File: src/rtl/seg_display_ctrl.sv
// Converts a binary result to four BCD digits with an iterative double-dabble.
// Drives the 4-digit seven-segment driver and shows blinking dashes on error.
module seg_display_ctrl #(
  parameter int BIN_W   = 14,
  parameter int MAX_VAL = 9999,
  parameter int BLINK_N = 25
) (
  input  logic             clk,
  input  logic             reset,
  input  logic             in_valid,
  output logic             in_ready,
  input  logic [BIN_W-1:0] in_value,
  input  logic             in_err,
  input  logic             blink_en,
  input  logic             disp_on,
  output logic [3:0]       digit0,
  output logic [3:0]       digit1,
  output logic [3:0]       digit2,
  output logic [3:0]       digit3,
  output logic             display,
  output logic             err,
  output logic             busy,
  output logic             done,
  output logic [1:0]       state_dbg
);

  // Handshake: a request is taken on a clk edge where in_valid and in_ready
  // are both high; the producer holds in_valid/in_value/in_err until then.

  localparam int SR_W  = BIN_W + 16;
  localparam int CNT_W = $clog2(BIN_W + 1);
  localparam logic [BIN_W-1:0] MAX_V = BIN_W'(MAX_VAL);

  typedef enum logic [1:0] {
    IDLE    = 2'd0,
    CONVERT = 2'd1,
    LOAD    = 2'd2
  } state_t;

  state_t             state_q, state_d;
  logic [SR_W-1:0]    sr_q, sr_adj;
  logic [CNT_W-1:0]   iter_q;
  logic               pend_err_q;
  logic [BLINK_N-1:0] blink_q;
  logic               bad_in;

  assign bad_in    = in_err | (in_value > MAX_V);
  assign in_ready  = (state_q == IDLE);
  assign busy      = ~in_ready;
  assign state_dbg = state_q;

  always_ff @(posedge clk) begin
    if (reset) state_q <= IDLE;
    else       state_q <= state_d;
  end

  always_comb begin
    state_d = state_q;
    case (state_q)
      IDLE:    if (in_valid) state_d = bad_in ? LOAD : CONVERT;
      CONVERT: if (iter_q == CNT_W'(1)) state_d = LOAD;
      LOAD:    state_d = IDLE;
      default: state_d = IDLE;
    endcase
  end

  // Add-3 correction on every BCD nibble before the shift.
  always_comb begin
    sr_adj = sr_q;
    for (int i = 0; i < 4; i++) begin
      if (sr_q[BIN_W+4*i +: 4] >= 4'd5)
        sr_adj[BIN_W+4*i +: 4] = sr_q[BIN_W+4*i +: 4] + 4'd3;
    end
  end

  always_ff @(posedge clk) begin
    if (reset) begin
      sr_q       <= '0;
      iter_q     <= '0;
      pend_err_q <= 1'b0;
      digit0     <= 4'd0;
      digit1     <= 4'd0;
      digit2     <= 4'd0;
      digit3     <= 4'd0;
      err        <= 1'b0;
      done       <= 1'b0;
    end else begin
      done <= 1'b0;
      case (state_q)
        IDLE: begin
          if (in_valid) begin
            pend_err_q <= bad_in;
            sr_q       <= {16'b0, in_value};
            iter_q     <= CNT_W'(BIN_W);
          end
        end
        CONVERT: begin
          sr_q   <= {sr_adj[SR_W-2:0], 1'b0};
          iter_q <= iter_q - CNT_W'(1);
        end
        LOAD: begin
          done <= 1'b1;
          if (pend_err_q) begin
            // 4'hA decodes to a dash in the segment driver.
            digit0 <= 4'hA;
            digit1 <= 4'hA;
            digit2 <= 4'hA;
            digit3 <= 4'hA;
            err    <= 1'b1;
          end else begin
            digit0 <= sr_q[BIN_W    +: 4];
            digit1 <= sr_q[BIN_W+4  +: 4];
            digit2 <= sr_q[BIN_W+8  +: 4];
            digit3 <= sr_q[BIN_W+12 +: 4];
            err    <= 1'b0;
          end
        end
        default: ;
      endcase
    end
  end

  always_ff @(posedge clk) begin
    if (reset) blink_q <= '0;
    else       blink_q <= blink_q + BLINK_N'(1);
  end

  // Top counter bit low means the on phase, so blinking starts visible.
  assign display = disp_on & (~(blink_en & err) | ~blink_q[BLINK_N-1]);

endmodule
File: config.mk
export PLATFORM = sky130hd
export DESIGN_NAME = seg_display_ctrl
export DESIGN_NICKNAME = d
export VERILOG_FILES = /design/src/rtl/seg_display_ctrl.sv
export SDC_FILE = /design/constraint.sdc
export NUM_CORES = 1
export LEC_CHECK = 0
export ABC_AREA = 1
export BUFFER_PORTS_ARGS = -buffer_cell sky130_fd_sc_hd__clkbuf_2
export CORE_MARGIN = 2
export CORE_UTILIZATION = 50
export DETAILED_ROUTE_END_ITERATION = 8
export PLACE_DENSITY = 0.73
export SYNTH_ARGS = -nofsm -noshare
export SYNTH_HDL_FRONTEND = slang
export SYNTH_SLANG_ARGS = --single-unit
export TNS_END_PERCENT = 20
File: constraint.sdc
create_clock -name clk -period 1.3 [get_ports clk]
set_input_delay 0.13 -clock clk [delete_from_list [all_inputs] [get_ports clk]]
set_output_delay 0.13 -clock clk [all_outputs]
set_load 0.01 [all_outputs]
# Yosys cells after proc, flatten, opt, wreduce, memory -nomap -nowiden
# Index checks and enable logic that the tools add are counted.
dict set report totals {
  reg_bits 80
  inputBits 20
  output_inout_bits 23
  elab_cells 57
}
dict set report classes {
  n_addsub 6
  order_cmp 5
  n_eq_ne 5
  muxes 18
  n_bitwise 7
  reduce_logical 5
}
# operator count
set ops {}
lappend ops {{30-bit one-hot mux with 2 select lines} 1}
lappend ops {{4-bit two-way mux} 8}
lappend ops {{30-bit two-way mux} 1}
lappend ops {{25-bit by 1-bit adder with 25-bit output (second input constant)} 1}
lappend ops {{4-bit by 3-bit >= comparator with 1-bit output (second input constant)} 4}
lappend ops {{14-bit > comparator (second input constant)} 1}
lappend ops {{4-bit by 2-bit adder with 4-bit output (second input constant)} 3}
lappend ops {{4-bit one-hot mux with 2 select lines} 1}
lappend ops {{2-bit two-way mux} 3}
lappend ops {{2-bit AND reduction} 3}
lappend ops {{4-bit by 1-bit == test with 1-bit output (second input constant)} 1}
lappend ops {{2-bit != test (second input constant)} 2}
lappend ops {{2-bit one-hot mux with 2 select lines} 1}
lappend ops {{4-bit by 1-bit subtractor with 4-bit output (second input constant)} 1}
lappend ops {{3-bit by 2-bit adder with 3-bit output (second input constant)} 1}
lappend ops {{3-bit two-way mux} 1}
lappend ops {{1-bit NOT} 3}
lappend ops {{1-bit AND} 2}
lappend ops {{2-bit by 1-bit == test with 1-bit output (second input constant)} 1}
lappend ops {{2-bit == test (second input constant)} 1}
lappend ops {{2-bit zero test} 1}
lappend ops {{1-bit two-way mux} 2}
lappend ops {{1-bit OR} 2}
lappend ops {{2-bit nonzero test} 1}

# Logic depth before layout (Yosys ltp)
# Gate-level depths: netlist of run 1.
dict set report logic_depth {
  depth_word 5
  ltp_mapped 10
  depth_no_buf 9
}

# Least setup slack after synthesis of run 1
# OpenSTA, ideal clock, no wires.
dict set report synth_path {
  path_kind {register -> register}
  start {register blink_q[0]}
  end {register blink_q[18]}
  setup_time_ns 0.115
  arrival_ns 1.170
  path_slack_ns 0.015
  path_stages_with_launch 9
  n_path_buf 0
  path_cell_list {dfxtp_1 > ha_1 > nand2_1 > nor2_4 > nand3_4 > nor2_4 > nand3_1 > nand2_1 > nor2_1}
}
dict set report synth_via {
  elab_chain_cells 1
}
# item line_no
set synth_lines {}
lappend synth_lines {{from (decl)} 44} ;# logic [BLINK_N-1:0] blink_q;
lappend synth_lines {{from (signal assigned)} 125} ;# else blink_q <= blink_q + BLINK_N'(1);
lappend synth_lines {{25-bit by 1-bit adder with 25-bit output} 125}
# No other way between the ends.
# A chain may end at the register's enable or synchronous reset.

# Final worst setup path of run 1
dict set report layout_path {
  start {register blink_q[1]}
  end {register blink_q[22]}
}
# Same word-level chain as after synthesis.

==> results of run 1 <==
[flip-flops by register name, summed over array words and instances, names as in the netlist]
| register | flops |
|---|---|
| digit3 | 4 |
| pend_err_q | 1 |
| digit2 | 4 |
| done | 1 |
| err | 1 |
| digit0 | 4 |
| sr_q | 30 |
| iter_q | 4 |
| digit1 | 4 |
| blink_q | 25 |
| state_dbg | 2 |
[placed cells by master (no fill, tap or decap), types with 12 or more instances in the layout]
cell      count
a21oi_1      44
buf_4        20
clkbuf_2     41
dfxtp_1      65
dfxtp_2      12
inv_1        52
nand2_1     156
nand3_1      26
nor2_1       58
o21ai_0      17
[timing repair]
action / in CTS / in global routing
gates cloned: 0 / 1
endpoints found under the setup margin: 21 / 38
hold buffers: 0 / 0
buffers inserted: 0 / 6
gates resized for setup: 15 / 40
pin swaps: 4 / 13
[per-layer routing]
layer	track usage [%]	routed length, um	up-vias
met5	0	0	-
met4	6.985	121	0
met3	6.184	477	12
met2	37.14	4265	97
met1	24.86	3970	1647
li1	-	-	1886
[cell type report]
type                            count  area [um2]
Fill cell                         677        2917
Multi-Input combinational cell    389        2107
Sequential cell                    80        1628
Timing Repair Buffer               68       462.9
Inverter                           62       247.7
Clock buffer                       11       141.4
Tap cell                          102       127.6
Clock inverter                      5       56.30
[cell usage after synthesis, drive strengths merged]
cell type / count / area (um2)
a211oi: 4 / 50.05
a21oi: 46 / 230.2
a221oi: 1 / 26.28
a22oi: 1 / 7.510
a31oi: 5 / 31.28
buf: 12 / 110.1
clkbuf: 5 / 18.77
dfxtp: 80 / 1602
ha: 11 / 137.6
inv: 62 / 245.2
nand2: 167 / 668.1
nand3: 33 / 187.7
nand3b: 1 / 7.510
nand4: 8 / 50.05
nor2: 73 / 346.6
nor3: 5 / 30.03
o211ai: 9 / 67.56
o21a: 1 / 7.510
o21ai: 19 / 98.84
xor2: 4 / 35.03
[stage by stage]
stage / power [uW] / area (um2)
3_5_place_dp: 3237 / 4367
5_1_grt: 5270 / 4771
2_1_floorplan: 3044 / 3958
3_3_place_gp: 3223 / 4367
4_1_cts: 5078 / 4614
6_report: 5041 / 4771
[path summary, 6_finish.rpt]
check	cells past startpoint	slack [ps]	to	start
max	8	10	blink_q[22]	blink_q[1]
min	3	30	sr_q[0]	in_value[0]
max reg2reg	8	10	blink_q[22]	blink_q[1]
min reg2reg	2	470	sr_q[14]	sr_q[13]
[power groups by stage]
| stage | registers, uW | clock network [uW] | logic (uW) |
|---|---|---|---|
| 4_1_cts | 2600 | 1880 | 596 |
| 3_3_place_gp | 2650 | 0 | 577 |
| 5_1_grt | 2610 | 1990 | 673 |
| 6_report | 2600 | 1840 | 600 |
| 2_1_floorplan | 2650 | 0 | 393 |
| 3_5_place_dp | 2650 | 0 | 587 |
[logic make-up after synthesis]
group | share of synthesized area (%)
buf+inv | 9.453
simple gates | 32.60
compound gates | 13.12
flops | 40.47
xor+xnor | 0.8851
fa+ha+maj | 3.478
[worst min-delay path: cells and delay by family]
family	cells	cell delay, ps
buffers and inverters	1	80
and+or+nand+nor	1	60
AOI/OAI and AO/OA	1	60
==> summary.md, run 1 <==
| Metric | Value |
|---|---|
| Status | completed |
| Setup_tns | 0 ps |
| Fin crit share | 99.19% |
| CP dominant cell by count | nor2_4 |
| Switching pwr | 1332 uW |
| Worst Clk Skew | around 16 ps |
| Core Footprint | about 7700 um2 |
| Total GRT Usage | roughly a fifth |
| Fmax | ~780 MHz |
| Hold slack | approximately 27 ps |
| Crit-path max FO | 5 |
| WL final | 8.835 mm |
| Worst Setup End Kind | flop |
| First-pass GRT wire length | between 10 and 15 mm |
| GRT overflow | 0 |
| Pre-CTS setup slack | -67.43 ps |
| CTS H-tree lvls | 3 |
| Net Count, Synth | a little under 600 |
| VDD IR max | around 680 uV |
| Hold Violations, Final | 0 |
| Kind of cell adding the most delay to the critical path | simple AND/OR/NAND/NOR gates |
| Residual DRC count | 0 |
| Slowest cell on the critical path | dfxtp_2 |
| First-pass DRT Iterations | 5 |
| Clock buffer depth | 2 |
| Rel. slew slack | ~75% |
| GPL Wtd Cong | around 0.88 |
| Clk_lat worst skew | between 300 and 400 ps |
| DRT iter0 DRCs | about 150 |
| Routed len/inst | ~12 um |
| CTS buffer count | 9 |
| Final cell count without fillers | roughly 720 |
| Worst-Margin Slew | between 300 and 400 ps |
| Initial antenna violation count | 0 |
| Vias | ~3600 |
| Setup crit start kind | flop |
| Max-Cap Viols | 0 |
| Die Y | between 90 and 100 um |
| Largest net degree at the start of global routing | 32 |
| Hpwl dp | between 6 and 7 mm |
| Layout cell share with drive strength beyond 1 | 25.04% |
| Final setup viols | 0 |
| Avg Inst Size Synth | between 7 and 8 um2 |
| Synth warnings | 0 |
| Synth Instances | ~550 |
| DIE AREA | a little under 9000 um2 |
| CTS root buffer | clkbuf_8 |
| P_int | between 3000 and 4000 uW |
| Starting Density | about 51% |
| ANT nets after route | 0 |
| Synth Register Bits | 80 |
| Clk slew on worst S/H paths | ~80 ps |
| Pleak | approximately 0.0020 uW |
| Sequential cell fraction of total power | between 50% and 60% |
| Final core occ | slightly above 60% |
| TritonCTS Sinks | 80 |
| Arrival @ worst endpoint | ~1500 ps |
| Vias per cell | around 5.1 |
| Comb pwr share | around an eighth |
| Tmin final | between 1000 and 1500 ps |
| Sequential share of the synthesized area | between 40% and 50% |
| Die X | slightly above 90 um |
| Switching part of the total | a little over a quarter |
| Largest stage delay, worst path | around 360 ps |
| Synth Cell Area | 3958 um2 |
| N_diodes | 0 |
| # rows | 32 |
| Pwr dens | 1057 nW/um2 |
| Hold WC Path Type | in2reg |
| NumNets Final | approximately 640 |
| I/O pin total | between 40 and 50 |
| Fin. max-slew vios | 0 |
| Clk pwr share | about 37% |
| Unique masters post-synth | 37 |
| Worst path buffer plus inverter count | 0 |
| WP data required | ~1600 ps |
| Number of port buffers | 42 |
| Area added between synthesis and finish | 20.55% |
| Cells after DPL | around 700 |
| Crit path cell chain | ha_4 -> nand2_4 -> nor2_4 -> nand3_4 -> nor2_4 -> nand3_2 -> nand2_1 -> nor2_1 |
| Setup WS post-layout | around 11 ps |
| Vias in the first global route | about 3400 |
| RSZ-0062 raised after global routing | true |
| CTS tree | yes |
| Critical path type | reg2reg |
Power figures use the tool's default switching activity.
==> run 2, diff against run 1 <==
--- a/config.mk
+++ b/config.mk
@@ -10,7 +10,8 @@
 export CORE_MARGIN = 2
 export CORE_UTILIZATION = 50
 export DETAILED_ROUTE_END_ITERATION = 8
-export PLACE_DENSITY = 0.73
+export PLACE_DENSITY = 0.69
+export REMOVE_ABC_BUFFERS = 1
 export SYNTH_ARGS = -nofsm -noshare
 export SYNTH_HDL_FRONTEND = slang
 export SYNTH_SLANG_ARGS = --single-unit
==> summary.md, run 2 (synthesis results as in run 1) <==
| Metric | Value |
|---|---|
| Status | finished with violations (was completed) |
| Failing checks | setup timing |
| CTS root buffer | clkbuf_8 (unchanged) |
| NumNets Final | 647 (was 641) |
| Number of port buffers | 42 (unchanged) |
| Final cell count without fillers | 723 (was 717) |
| Pleak | 0.001970 uW (was 0.001958 uW) |
| Core Footprint | 7687 um2 (unchanged) |
| Largest stage delay, worst path | 370 ps (was 360 ps) |
| Initial antenna violation count | 0 (unchanged) |
| Hold slack | 19.69 ps (was 27.11 ps) |
| Residual DRC count | 0 (unchanged) |
| RSZ-0062 raised after global routing | true (unchanged) |
| Comb pwr share | 11.8% (was 11.9%) |
| Die Y | 92.97 um (unchanged) |
| Largest net degree at the start of global routing | 33 (was 32) |
| P_int | 3471 uW (was 3709 uW) |
| Worst Setup End Kind | flop (unchanged) |
| Vias per cell | 5.018 (was 5.079) |
| Worst-Margin Slew | 392.7 ps (was 374.8 ps) |
| CTS tree | yes (unchanged) |
| Arrival @ worst endpoint | 1560 ps (was 1540 ps) |
| Crit-path max FO | 5 (unchanged) |
| N_diodes | 0 (unchanged) |
| Sequential cell fraction of total power | 53.3% (was 51.5%) |
| Worst Clk Skew | 13.66 ps (was 15.57 ps) |
| Total GRT Usage | 21.13% (was 21.24%) |
| I/O pin total | 43 (unchanged) |
| Critical path type | reg2reg (unchanged) |
| Max-Cap Viols | 0 (unchanged) |
| Clk slew on worst S/H paths | 90 ps (was 80 ps) |
| Fin crit share | 100.9% (was 99.19%) |
| Vias | 3628 (was 3642) |
| Fmax | 762.4 MHz (was 775.5 MHz) |
| Setup_tns | -28.11 ps (was 0 ps) |
| WP data required | 1540 ps (was 1550 ps) |
| GRT overflow | 0 (unchanged) |
| Pwr dens | 1031 nW/um2 (was 1057 nW/um2) |
| CTS buffer count | 9 (unchanged) |
| Starting Density | 51.48% (unchanged) |
| Switching part of the total | 28.87% (was 26.42%) |
| Most common cell after layout, fill and taps aside | nand2_1 (unchanged) |
| VDD IR max | 742.8 uV (was 675.4 uV) |
| Switching pwr | 1408 uW (was 1332 uW) |
| Final setup viols | 3 (was 0) |
| Routed len/inst | 12.14 um (was 12.32 um) |
| CP dominant cell by count | nor2_4 (unchanged) |
| Rel. slew slack | 73.76% (was 74.95%) |
| Tmin final | 1312 ps (was 1289 ps) |
| TritonCTS Sinks | 80 (unchanged) |
| Crit path cell chain | ha_4 -> nand2_4 -> nor2_4 -> nand3_4 -> nor2_4 -> nand3_1 -> nand2_1 -> nor2_1 (was ha_4 -> nand2_4 -> nor2_4 -> nand3_4 -> nor2_4 -> nand3_2 -> nand2_1 -> nor2_1) |
| Cells after DPL | 701 (was 694) |
| Area added between synthesis and finish | 19.63% (was 20.55%) |
| Vias in the first global route | 3340 (was 3431) |
| Most frequent cells in the layout | nand2_1, dfxtp_1, nor2_1 (unchanged) |
| Cells on worst reg2reg path | 8 (unchanged) |
| DRT iter0 DRCs | 141 (was 145) |
| Clk_lat worst skew | 350 ps (was 360 ps) |
| Largest regs | sr_q: 30 flops, blink_q: 25 flops (unchanged) |
| WHS Path Cells | 3 (unchanged) |
| Slowest cell on the critical path | dfxtp_2 (unchanged) |
| Layout cell share with drive strength beyond 1 | 25.44% (was 25.04%) |
| WL final | 8.779 mm (was 8.835 mm) |
| GPL Wtd Cong | 0.8965 (was 0.8751) |
| Setup crit start kind | flop (unchanged) |
| # rows | 32 (unchanged) |
| Filler cells | 740 (was 677) |
| Largest register FFs | 30 (unchanged) |
| Clock buffer depth | 2 (unchanged) |
| Hold Violations, Final | 0 (unchanged) |
| Pre-CTS setup slack | -45.39 ps (was -67.43 ps) |
| Hold WC Path Type | in2reg (unchanged) |
| Hpwl dp | 6.155 mm (was 6.066 mm) |
| DIE AREA | 8642 um2 (unchanged) |
| First-pass GRT wire length | 14.81 mm (was 14.70 mm) |
| Fin. max-slew vios | 0 (unchanged) |
| R2r setup slk | -10 ps (was 10 ps) |
| Pwr Total | 4879 uW (was 5041 uW) |
| Setup WS post-layout | -11.65 ps (was 10.55 ps) |
| Top reg by flops | sr_q (unchanged) |
| First-pass DRT Iterations | 4 (was 5) |
| Die X | 92.97 um (unchanged) |
| CTS H-tree lvls | 3 (unchanged) |
| Clk pwr share | 34.9% (was 36.6%) |
| ANT nets after route | 0 (unchanged) |
==> run 2: timing repair <==
action / CTS / global route
pin swaps: 4 / 16
endpoints found under the hold margin: 1 / 0
setup buffers: 1 / 4
gates resized for setup: 16 / 33
hold buffers: 1 / 0
endpoints found under the setup margin: 12 / 29
==> run 2: final timing paths <==
kind / from / endpoint
max: blink_q[0] / blink_q[18]
min reg2reg: sr_q[0] / sr_q[0]
max reg2reg: blink_q[0] / blink_q[18]
min: in_value[2] / sr_q[2]
==> run 2: cell type report <==
| cell class | count | area (um2) | area share, % |
|---|---|---|---|
| Tap cell | 102 | 127.6 | 2.696 |
| Timing Repair Buffer | 75 | 467.9 | 9.884 |
| Sequential cell | 80 | 1622 | 34.25 |
| Inverter | 62 | 245.2 | 5.180 |
| Clock inverter | 7 | 55.05 | 1.163 |
| Multi-Input combinational cell | 388 | 2093 | 44.21 |
| Clock buffer | 9 | 123.9 | 2.616 |
==> run 2: worst max-delay path: cells and delay by family, from the launching register on <==
kind                     cells  cell delay [ps]
adder cells (fa/ha/maj)      1              150
flip-flops                   1              370
AND/OR/NAND/NOR              7              700
==> run 2: power groups by stage <==
stage | sequential (uW) | clock, uW | combinational, uW
floorplan | 2660 | 0 | 311
global placement | 2650 | 0 | 547
detailed placement | 2650 | 0 | 554
CTS | 2600 | 1730 | 567
global route | 2610 | 1840 | 642
finish | 2600 | 1700 | 574
==> run 2: per-stage QoR <==
| step | cell area, um2 | util, % |
|---|---|---|
| 6_report | 4735 | 61.59 |
| 3_3_place_gp | 4369 | 56.84 |
| 3_5_place_dp | 4369 | 56.84 |
| 4_1_cts | 4614 | 60.03 |
| 2_1_floorplan | 3829 | - |
| 5_1_grt | 4735 | 61.59 |
==> run 2: metal layers <==
layer  global-route usage, %  share of wire [%]  vias up
li1                        -                  -     1897
met1                   28.40                 48     1644
met2                   34.72                 46       80
met3                   4.475                4.8        7
met4                   5.147               0.93        0
met5                       0                  0        -
==> run 3, diff against run 2 <==
--- a/config.mk
+++ b/config.mk
@@ -9,6 +9,7 @@
 export BUFFER_PORTS_ARGS = -buffer_cell sky130_fd_sc_hd__clkbuf_2
 export CORE_MARGIN = 2
 export CORE_UTILIZATION = 50
+export CTS_BUF_LIST = sky130_fd_sc_hd__clkbuf_4
 export DETAILED_ROUTE_END_ITERATION = 8
 export PLACE_DENSITY = 0.69
 export REMOVE_ABC_BUFFERS = 1
==> summary.md, run 3 (synthesis results as in run 1) <==
| Metric | Value |
|---|---|
| Vias in the first global route | 3466 (was 3340) |
| Final core occ | 63.13% (was 61.59%) |
| Hold WC Path Type | in2reg (unchanged) |
| M1 wire length | 4.222 mm (was 4.250 mm) |
| Starting Density | 51.48% (unchanged) |
| Number of port buffers | 42 (unchanged) |
| Cells on worst reg2reg path | 8 (unchanged) |
| Setup WS post-layout | -58.55 ps (was -11.65 ps) |
| Arrival @ worst endpoint | 1680 ps (was 1560 ps) |
| Total GRT Usage | 21.65% (was 21.13%) |
| Crit-path max FO | 5 (unchanged) |
| Initial antenna violation count | 0 (unchanged) |
| Hpwl dp | 6.155 mm (unchanged) |
| Largest net degree at the start of global routing | 33 (unchanged) |
| Max-Cap Viols | 0 (unchanged) |
| First-pass GRT wire length | 15.16 mm (was 14.81 mm) |
| Fin. max-slew vios | 0 (unchanged) |
| CTS root buffer | clkbuf_4 (was clkbuf_8) |
| Clk slew on worst S/H paths | 150 ps (was 90 ps) |
| Most common cell after layout, fill and taps aside | nand2_1 (unchanged) |
| VDD IR max | 564.7 uV (was 742.8 uV) |
| Rel. slew slack | 74.34% (was 73.76%) |
| R2R Path End | blink_q[22] (was blink_q[18]) |
| Pwr dens | 946.2 nW/um2 (was 1031 nW/um2) |
| Top reg by flops | sr_q (unchanged) |
| Worst path buffer plus inverter count | 0 (unchanged) |
| TritonCTS Sinks | 80 (unchanged) |
| Fmax | 736.1 MHz (was 762.4 MHz) |
| Final cell count without fillers | 738 (was 723) |
| Hold Violations, Final | 0 (unchanged) |
| WL final | 9.108 mm (was 8.779 mm) |
| Crit path cell chain | ha_4 -> nand2_4 -> nor2_4 -> nand3_4 -> nor2_4 -> nand3_2 -> nand2_1 -> nor2_1 (was ha_4 -> nand2_4 -> nor2_4 -> nand3_4 -> nor2_4 -> nand3_1 -> nand2_1 -> nor2_1) |
| Largest stage delay, worst path | 380 ps (was 370 ps) |
| Pleak | 0.002024 uW (was 0.001970 uW) |
| R2r setup slk | -60 ps (was -10 ps) |
| Pwr Total | 4592 uW (was 4879 uW) |
| GPL Wtd Cong | 0.8965 (unchanged) |
| RSZ-0062 raised after global routing | true (unchanged) |
| Residual DRC count | 0 (unchanged) |
| Wire length on met3 | 428 um (was 420 um) |
| Most frequent cells in the layout | nand2_1, dfxtp_1, nor2_1 (unchanged) |
| I/O pin total | 43 (unchanged) |
| Kind of cell adding the most delay to the critical path | simple AND/OR/NAND/NOR gates (unchanged) |
| Routed len/inst | 12.34 um (was 12.14 um) |
| CP dominant cell by count | nor2_4 (unchanged) |
| Fin crit share | 104.5% (was 100.9%) |
| RR Startpoint | blink_q[0] (unchanged) |
| Worst-Margin Slew | 384.0 ps (was 392.7 ps) |
| Die Y | 92.97 um (unchanged) |
| # rows | 32 (unchanged) |
| N_diodes | 0 (unchanged) |
| NumNets Final | 662 (was 647) |
| Vias | 3710 (was 3628) |
| Failing checks | setup timing (unchanged) |
| Metal2 WL | 4.392 mm (was 4.025 mm) |
| Layout cell share with drive strength beyond 1 | 25.79% (was 25.44%) |
| Status | finished with violations (unchanged) |
| CTS buffer count | 9 (unchanged) |
| Worst Clk Skew | 22.58 ps (was 13.66 ps) |
| Cells after DPL | 701 (unchanged) |
| DRT iter0 DRCs | 144 (was 141) |
| CTS tree | yes (unchanged) |
| Final setup viols | 7 (was 3) |
| Setup crit start kind | flop (unchanged) |
| Core Footprint | 7687 um2 (unchanged) |
| Die X | 92.97 um (unchanged) |
| Critical Path Sink | blink_q[22] (was blink_q[18]) |
| Largest regs | sr_q: 30 flops, blink_q: 25 flops (unchanged) |
| Setup_tns | -195.8 ps (was -28.11 ps) |
| Area added between synthesis and finish | 22.64% (was 19.63%) |
| Critical path type | reg2reg (unchanged) |
| Clk_lat worst skew | 430 ps (was 350 ps) |
| Worst Setup End Kind | flop (unchanged) |
| Clock buffer depth | 2 (unchanged) |
| CTS H-tree lvls | 3 (unchanged) |
| Slowest cell on the critical path | dfxtp_2 (unchanged) |
| WP data required | 1620 ps (was 1540 ps) |
| Vias per cell | 5.027 (was 5.018) |
| Largest register FFs | 30 (unchanged) |
| GRT overflow | 0 (unchanged) |
| ANT nets after route | 0 (unchanged) |
| DIE AREA | 8642 um2 (unchanged) |
| Highest Signal Layer | met4 (unchanged) |
| Hold slack | 18.50 ps (was 19.69 ps) |
| Stages on the worst setup path | 8 (unchanged) |
| Worst setup path start | blink_q[0] (unchanged) |
| Tmin final | 1359 ps (was 1312 ps) |
| First-pass DRT Iterations | 4 (unchanged) |
run 3: changes by cell type in the layout (fill, tap and decap cells not counted), sizes merged:
cell	change
dlygate4sd3	+11
buf	+5
clkbuf	-1
run 3: worst min-delay path by stage:
stage / startpoint / end / slack, ps / cells past startpoint
2_1_floorplan: reset / iter_q[1] / 190 / 1
3_3_place_gp: in_value[0] / sr_q[0] / 380 / 3
3_5_place_dp: in_value[0] / sr_q[0] / 370 / 3
4_1_cts: in_value[4] / sr_q[4] / 0.5 / 5
5_1_grt: in_value[12] / sr_q[12] / 9 / 5
6_report: in_value[6] / sr_q[6] / 20 / 5
run 3: stage by stage:
stage               worst slack, ps  area, um2
detailed placement           -45.39       4369
CTS                          -67.84       4682
global placement             -5.202       4369
finish                       -58.55       4853
global route                 -141.2       4853
floorplan                    -10.40       3829
run 3: where the power goes:
part,leakage [uW],internal [uW],switching (uW)
Sequential,0.000657,2530,67.6
Combinational,0.00130,257,369
Clock,0.0000686,416,949
Total,0.00202,3210,1380
run 3: area by class of cell:
cell class | count | area, um2
Clock buffer | 9 | 67.56
Clock inverter | 7 | 55.05
Fill cell | 732 | 2834
Inverter | 62 | 252.7
Multi-Input combinational cell | 388 | 2093
Sequential cell | 80 | 1629
Tap cell | 102 | 127.6
Timing Repair Buffer | 90 | 628.1
run 3: routing by layer:
layer	GRT usage (%)	vias to the layer above
met3	4.231	6
met1	28.40	1695
li1	-	1927
met5	0	-
met4	6.373	0
met2	36.11	82
run 3: tightest hold or removal path: cells and delay by family:
kind / cells / cell delay, ps
buffers and inverters: 2 / 140
AND/OR/NAND/NOR: 3 / 170
run 3: timing repair:
item                                   CTS  global route
gates resized for setup                 16            43
hold buffers                            11             1
setup endpoints to repair               13            56
endpoints found under the hold margin   12             1
pin swaps                                5            22
buffers inserted                         4             6
